[config.mk]
export PLATFORM = sky130hd
export DESIGN_NAME = gpu_cmd_issuer
export DESIGN_NICKNAME = d
export VERILOG_FILES = /design/src/rtl/gpu_cmd_issuer.sv
export SDC_FILE = /design/constraint.sdc
export NUM_CORES = 1
export LEC_CHECK = 0
export ABC_AREA = 1
export BUFFER_PORTS_ARGS = -buffer_cell sky130_fd_sc_hd__buf_2
export CAP_MARGIN = 20
export CELL_PAD_IN_SITES_DETAIL_PLACEMENT = 1
export CELL_PAD_IN_SITES_GLOBAL_PLACEMENT = 1
export CORE_MARGIN = 5
export CORE_UTILIZATION = 30
export CTS_CLUSTER_DIAMETER = 30
export CTS_CLUSTER_SIZE = 14
export DETAILED_ROUTE_END_ITERATION = 10
export PLACE_DENSITY = 0.59
export SLEW_MARGIN = 20
export SYNTH_ARGS = -nofsm -noshare
export SYNTH_HDL_FRONTEND = slang
export SYNTH_SLANG_ARGS = --single-unit
[constraint.sdc]
create_clock -name Clk -period 5 [get_ports Clk]
set_input_delay 1 -clock Clk [delete_from_list [all_inputs] [get_ports Clk]]
set_output_delay 1 -clock Clk [all_outputs]
set_load 0.03 [all_outputs]
[src/rtl/gpu_cmd_issuer.sv]
// -----------------------------------------------------------------------------
// gpu_cmd_issuer
//
// CPU-side initiator of the graphics command handshake. Each `issue` pulse from
// the ISDU captures {IR[11:9], IR[7:0], R0, R1, R2} into a small FIFO. Entries
// are presented to the graphics unit in order. A 2-bit sequence number
// (command_ready) advances once per presented command. The receiver
// acknowledges by echoing that number on command_received. At most one command
// is outstanding at a time.
//
// Parameters:
//   DEPTH   - FIFO entries; a power of two in 2..16.
//   TIMEOUT - acknowledge timeout in WAIT cycles (GPU_TIMEOUT_EN builds only).
//
// Ports:
//   Clk, Reset_ah          - clock; asynchronous active-high reset
//   issue, IR, R0..R2      - push request and the fields it captures
//   command, command_data  - command code and data for the current command
//   op0, op1, op2          - operands for the current command
//   command_ready          - transmit sequence number
//   command_received       - receiver's last consumed sequence number
//   stall                  - FIFO full (or ERROR); the ISDU must hold off issue
//   empty                  - nothing queued and nothing outstanding
//   count                  - FIFO occupancy, excluding the in-flight command
//   overflow               - sticky: an issue was dropped
//   timeout                - sticky: acknowledge timed out
//
// Build option: define GPU_TIMEOUT_EN to add the acknowledge timeout counter
// and the terminal ERROR state. Without it, timeout is tied to 0 and WAIT
// holds indefinitely.
// -----------------------------------------------------------------------------
module gpu_cmd_issuer #(
    parameter int DEPTH   = 4,
    parameter int TIMEOUT = 1023
) (
    input  logic                    Clk,
    input  logic                    Reset_ah,
    input  logic                    issue,
    input  logic [15:0]             IR,
    input  logic [15:0]             R0,
    input  logic [15:0]             R1,
    input  logic [15:0]             R2,
    output logic [2:0]              command,
    output logic [7:0]              command_data,
    output logic [15:0]             op0,
    output logic [15:0]             op1,
    output logic [15:0]             op2,
    output logic [1:0]              command_ready,
    input  logic [1:0]              command_received,
    output logic                    stall,
    output logic                    empty,
    output logic [$clog2(DEPTH):0]  count,
    output logic                    overflow,
    output logic                    timeout
);

    localparam int AW = $clog2(DEPTH);
    localparam int CW = AW + 1;
    localparam logic [CW-1:0] FULL_COUNT = CW'(DEPTH);

    if (DEPTH < 2 || DEPTH > 16 || (DEPTH & (DEPTH - 1)) != 0 || TIMEOUT < 1) begin : g_bad_param
        $error("gpu_cmd_issuer: DEPTH must be a power of two in 2..16, TIMEOUT >= 1");
    end

    typedef struct packed {
        logic [2:0]  cmd;
        logic [7:0]  data;
        logic [15:0] op0;
        logic [15:0] op1;
        logic [15:0] op2;
    } entry_t;

    typedef enum logic [1:0] {
        ST_IDLE  = 2'd0,
        ST_WAIT  = 2'd1
`ifdef GPU_TIMEOUT_EN
        ,
        ST_ERROR = 2'd2
`endif
    } state_t;

    state_t          state_q, state_d;
    logic [AW-1:0]   head_q, head_d;
    logic [AW-1:0]   tail_q, tail_d;
    logic [CW-1:0]   count_q, count_d;
    logic [2:0]      command_q, command_d;
    logic [7:0]      command_data_q, command_data_d;
    logic [15:0]     op0_q, op0_d;
    logic [15:0]     op1_q, op1_d;
    logic [15:0]     op2_q, op2_d;
    logic [1:0]      command_ready_q, command_ready_d;
    logic            overflow_q, overflow_d;

`ifdef GPU_TIMEOUT_EN
    localparam int TW = $clog2(TIMEOUT + 1);
    localparam logic [TW-1:0] TMO_LAST = TW'(TIMEOUT - 1);
    logic [TW-1:0]   tmo_cnt_q, tmo_cnt_d;
    logic            timeout_q, timeout_d;
`endif

    entry_t          fifo_mem [DEPTH];
    entry_t          wr_entry;
    entry_t          head_entry;
    logic            ack;
    logic            pop;
    logic            push;
    logic            accepting;
    logic            full;

    // IR[15:12] and IR[8] carry no command information.
    logic            unused_ir_bits;
    assign unused_ir_bits = ^{IR[15:12], IR[8]};

    assign wr_entry   = {IR[11:9], IR[7:0], R0, R1, R2};
    assign head_entry = fifo_mem[head_q];
    assign ack        = (command_received == command_ready_q);
    assign full       = (count_q == FULL_COUNT);

    // NOTE: every variable gets a hold/default value before the case so that no
    // path leaves it unassigned, which would otherwise infer a latch.
    always_comb begin
        state_d         = state_q;
        head_d          = head_q;
        tail_d          = tail_q;
        count_d         = count_q;
        command_d       = command_q;
        command_data_d  = command_data_q;
        op0_d           = op0_q;
        op1_d           = op1_q;
        op2_d           = op2_q;
        command_ready_d = command_ready_q;
        overflow_d      = overflow_q;
        pop             = 1'b0;
        push            = 1'b0;
        accepting       = 1'b1;
`ifdef GPU_TIMEOUT_EN
        tmo_cnt_d       = tmo_cnt_q;
        timeout_d       = timeout_q;
`endif

        case (state_q)
            ST_IDLE: begin
                if (count_q != '0) begin
                    pop     = 1'b1;
                    state_d = ST_WAIT;
`ifdef GPU_TIMEOUT_EN
                    tmo_cnt_d = '0;
`endif
                end
            end
            ST_WAIT: begin
                if (ack) begin
                    // Back-to-back: the next head goes out on the ack edge.
                    if (count_q != '0) begin
                        pop = 1'b1;
                    end else begin
                        state_d = ST_IDLE;
                    end
`ifdef GPU_TIMEOUT_EN
                    tmo_cnt_d = '0;
`endif
                end
`ifdef GPU_TIMEOUT_EN
                else if (tmo_cnt_q == TMO_LAST) begin
                    state_d   = ST_ERROR;
                    timeout_d = 1'b1;
                end else begin
                    tmo_cnt_d = tmo_cnt_q + TW'(1);
                end
`endif
            end
`ifdef GPU_TIMEOUT_EN
            ST_ERROR: begin
                // Terminal until reset: outputs frozen, issue ignored silently.
                accepting = 1'b0;
            end
`endif
            default: state_d = ST_IDLE;
        endcase

        if (pop) begin
            command_d       = head_entry.cmd;
            command_data_d  = head_entry.data;
            op0_d           = head_entry.op0;
            op1_d           = head_entry.op1;
            op2_d           = head_entry.op2;
            command_ready_d = command_ready_q + 2'd1;
            head_d          = head_q + AW'(1);
        end

        // A pop on the same edge frees the slot, so a full FIFO still accepts.
        push = issue && accepting && (!full || pop);
        if (issue && accepting && full && !pop) begin
            overflow_d = 1'b1;
        end
        if (push) begin
            tail_d = tail_q + AW'(1);
        end

        if (push && !pop) begin
            count_d = count_q + CW'(1);
        end else if (pop && !push) begin
            count_d = count_q - CW'(1);
        end
    end

    // NOTE: state registers use non-blocking assignments so every flop samples
    // the pre-edge values regardless of statement order.
    always_ff @(posedge Clk or posedge Reset_ah) begin
        if (Reset_ah) begin
            state_q         <= ST_IDLE;
            head_q          <= '0;
            tail_q          <= '0;
            count_q         <= '0;
            command_q       <= '0;
            command_data_q  <= '0;
            op0_q           <= '0;
            op1_q           <= '0;
            op2_q           <= '0;
            command_ready_q <= '0;
            overflow_q      <= 1'b0;
`ifdef GPU_TIMEOUT_EN
            tmo_cnt_q       <= '0;
            timeout_q       <= 1'b0;
`endif
        end else begin
            state_q         <= state_d;
            head_q          <= head_d;
            tail_q          <= tail_d;
            count_q         <= count_d;
            command_q       <= command_d;
            command_data_q  <= command_data_d;
            op0_q           <= op0_d;
            op1_q           <= op1_d;
            op2_q           <= op2_d;
            command_ready_q <= command_ready_d;
            overflow_q      <= overflow_d;
`ifdef GPU_TIMEOUT_EN
            tmo_cnt_q       <= tmo_cnt_d;
            timeout_q       <= timeout_d;
`endif
        end
    end

    // NOTE: FIFO storage is deliberately not reset; count/pointers guarantee no
    // stale entry is ever read, and leaving it reset-free lets it map to RAM.
    always_ff @(posedge Clk) begin
        if (push) begin
            fifo_mem[tail_q] <= wr_entry;
        end
    end

    assign command       = command_q;
    assign command_data  = command_data_q;
    assign op0           = op0_q;
    assign op1           = op1_q;
    assign op2           = op2_q;
    assign command_ready = command_ready_q;
    assign count         = count_q;
    assign overflow      = overflow_q;
    assign empty         = (count_q == '0) && (state_q == ST_IDLE);

`ifdef GPU_TIMEOUT_EN
    assign stall   = full || (state_q == ST_ERROR);
    assign timeout = timeout_q;
`else
    assign stall   = full;
    assign timeout = 1'b0;
`endif

endmodule

==> flow_metrics.py <==
metrics = {
    "clock_tree": {
        "numCtsBuffers": 73,
        "postCtsResizedCells": 0,
        "insertion_delay_ns": 0.56,
        "cts.sinks": 306,
        "postCtsHoldBufs": 0,
        "postCtsSetupRepairBufs": 0,
        "clkSlewWorstSetupHoldPaths_ns": 0.04,
        "cts_tree": "built",
        "ctsRootBufferMaster": "clkbuf_16",
        "htreeDepth": 3,
        "clock_path_buffers": 3,
    },
    "outcome": {
        "status": "completed",
    },
    "layout": {
        "area.growth.synth_to_final_pct": 30.0,
        "final_common_cell": "nor2_1",
        "final_cell_mix": "nor2_1 (237), edfxtp_1 (236), nand2_1 (185), buf_2 (130), o21ai_0 (111)",
        "n_antenna_cell": 0,
        "drive_gt1_share_pct": 22.9,
        "finalInstanceArea_um2": 15600,
        "layout.nets": 1261,
    },
    "sta": {
        "slew-limit-headroom_pct": 32.5,
        "finalClockSkew_ns": 0.0289,
        "finalSetupViolations": 0,
        "worst_slew_pin_slew_ns": 1.01,
        "setup_tns_ns": 0,
        "hold_viol_final": 0,
        "period_share_pct": 66.4,
        "whs_ns": 0.456,
        "final_max_slew_viol_count": 0,
        "fmax_ghz": 0.301,
        "fin_crit_ns": 3.32,
        "rsz0062_at_grt": "no",
    },
    "power": {
        "power.density_nw_per_um2": 752,
        "ir_drop_v": 0.000302,
        "p_leak_nw": 6.37,
        "total_power_mw": 11.7,
    },
    "drt": {
        "firstDrtPassIters": 4,
        "wl_per_cell_um": 18.4,
        "postRouteAntennaNets": 0,
        "drtIter0Drc": 225,
        "routed_wl_um": 32600,
        "drc_errors": 0,
        "avgViaCountPerCell": 4.55,
        "vias": 8052,
    },
    "synthesis": {
        "yosysWarnings": 0,
        "synth-seq-area-share_pct": 73.7,
        "synthDistinctLibCells": 25,
        "synth_area_leaders": "edfxtp_1 (59%), dfrtp_1 (15%), nor2_1 (7.5%)",
        "synth_fp_nets": 1102,
        "syn_inst": 1026,
        "post-synth-top-area-fraction_pct": 59.1,
        "netlist_area_um2": 12000,
        "yosys.area.top_type": "edfxtp_1",
        "syn-mean-instance-area_um2": 11.7,
        "synth-seq-cells": 306,
    },
    "global_routing": {
        "track_usage_pct": 14.9,
        "grt_max_degree": 92,
        "grt-ovfl-total": 0,
        "antenna_found_initial": 2,
        "first_global_vias": 8955,
        "grt_pass1_wl_um": 51000,
    },
    "hold_path": {
        "hp-class": "primary input to asynchronous set/reset pin",
    },
    "floorplan": {
        "num_rows": 73,
        "die_width_um": 210,
        "ioPinCount": 137,
        "start_util_pct": 30.3,
        "die_area_um2": 44100,
        "die_h_um": 210,
        "core_um2": 39600,
    },
    "critical_path": {
        "cp.arrival_ns": 2.32,
        "max_stage_delay_ns": 0.75,
        "crit_buf_inv": 2,
        "startpoint": "count[0]",
        "required_ns": 4.00,
        "path_cells": "nor2_1 -> nand2_4 -> inv_1 -> ha_1 -> buf_2",
        "endpoint": "empty",
        "worst_r2r_startpoint": "count[0]",
        "cp.depth": 5,
        "reg2reg_depth": 9,
        "cp-end-kind": "primary output",
        "critPathLaunchType": "flop",
        "worstPathMaxFanout": 63,
        "worstSetupPathType": "flop to primary output",
        "regToRegSetupSlack_ns": 2.38,
        "r2r-end": "count[2]",
        "crit_slowest_cell": "nand2_4",
        "crit_family": "simple AND/OR/NAND/NOR gates",
    },
    "place": {
        "hpwl_um": 16600,
        "place.port_buffers": 130,
        "gp_congestion": 0.691,
        "placed_area_um2": 13200,
    },
    "flow_run": {
        "drv_cap": 0,
    },
}
[worst min path at each step]
stage               slack (ns)      start   endpoint  depth (start not counted)
global placement          0.46    op2[10]    op2[10]                          2
global route              0.48   Reset_ah    op0[10]                          2
finish                    0.46   Reset_ah     op0[9]                          2
CTS                       0.45   Reset_ah     op0[9]                          2
detailed placement        0.46     op0[1]     op0[1]                          2
floorplan                 0.49  tail_q[1]  tail_q[1]                          2
[cell families (layout without fill, tap and decap cells)]
logic type,count (synthesis),count (layout),synth area share [%]
flops,306,306,73.7
other cells,1,1,0.0313
mux,1,1,0.0939
simple gates,505,505,16.8
compound gates,123,123,5.15
fa+ha+maj,7,7,0.793
xor+xnor,5,5,0.365
buf+inv,78,295,3.09
[registers in the layout, indices dropped and copies added, names as in the netlist]
name,cells
tail_q,2
head_q,2
state_q,1
op1,16
fifo_mem,236
overflow,1
op0,16
count,3
command_ready,2
command,3
command_data,8
op2,16
[Yosys cell counts]
library cell / count
nor2_1: 241
edfxtp_1: 236
nand2_1: 186
o21ai_0: 111
dfrtp_1: 70
nand3_1: 64
clkbuf_1: 27
buf_2: 20
inv_1: 16
nand2_2: 12
o21ai_1: 10
buf_6: 6
ha_1: 6
buf_1: 4
xnor2_1: 4
inv_2: 3
buf_4: 2
a21oi_1: 1
conb_1: 1
fa_1: 1
mux2_2: 1
nand2_4: 1
nor3_1: 1
o21bai_1: 1
xor2_1: 1
[report_power, final]
part / switching, mW / internal (mW)
Combinational: 2.52 / 0.949
Clock: 1.40 / 3.09
Sequential: 0.290 / 3.47
Total: 4.21 / 7.51
[routing by layer]
layer	GRT usage (%)	up-vias	part of all wire (%)
met3	3.51	57	4.4
met4	5.38	2	2.1
met1	17.4	4020	42
li1	-	3828	-
met2	27.0	145	52
met5	0	-	0.040
[per-stage QoR]
stage	std cells	util, %	setup WS (ns)
final	1768	39.3	1.68
after global routing	1768	39.3	1.47
after CTS	1767	39.3	1.58
after detailed placement	1634	33.3	1.89
after global placement	1634	33.3	1.91
after floorplan	1026	-	0.559
[layout make-up]
class	count	area, µm²
Fill cell	4328	24100
Sequential cell	306	8850
Multi-Input combinational cell	642	2830
Clock buffer	91	2020
Timing Repair Buffer	143	798
Tap cell	525	657
Clock inverter	42	365
Inverter	19	76.3
Note: power is estimated with default switching activity, not from simulation.
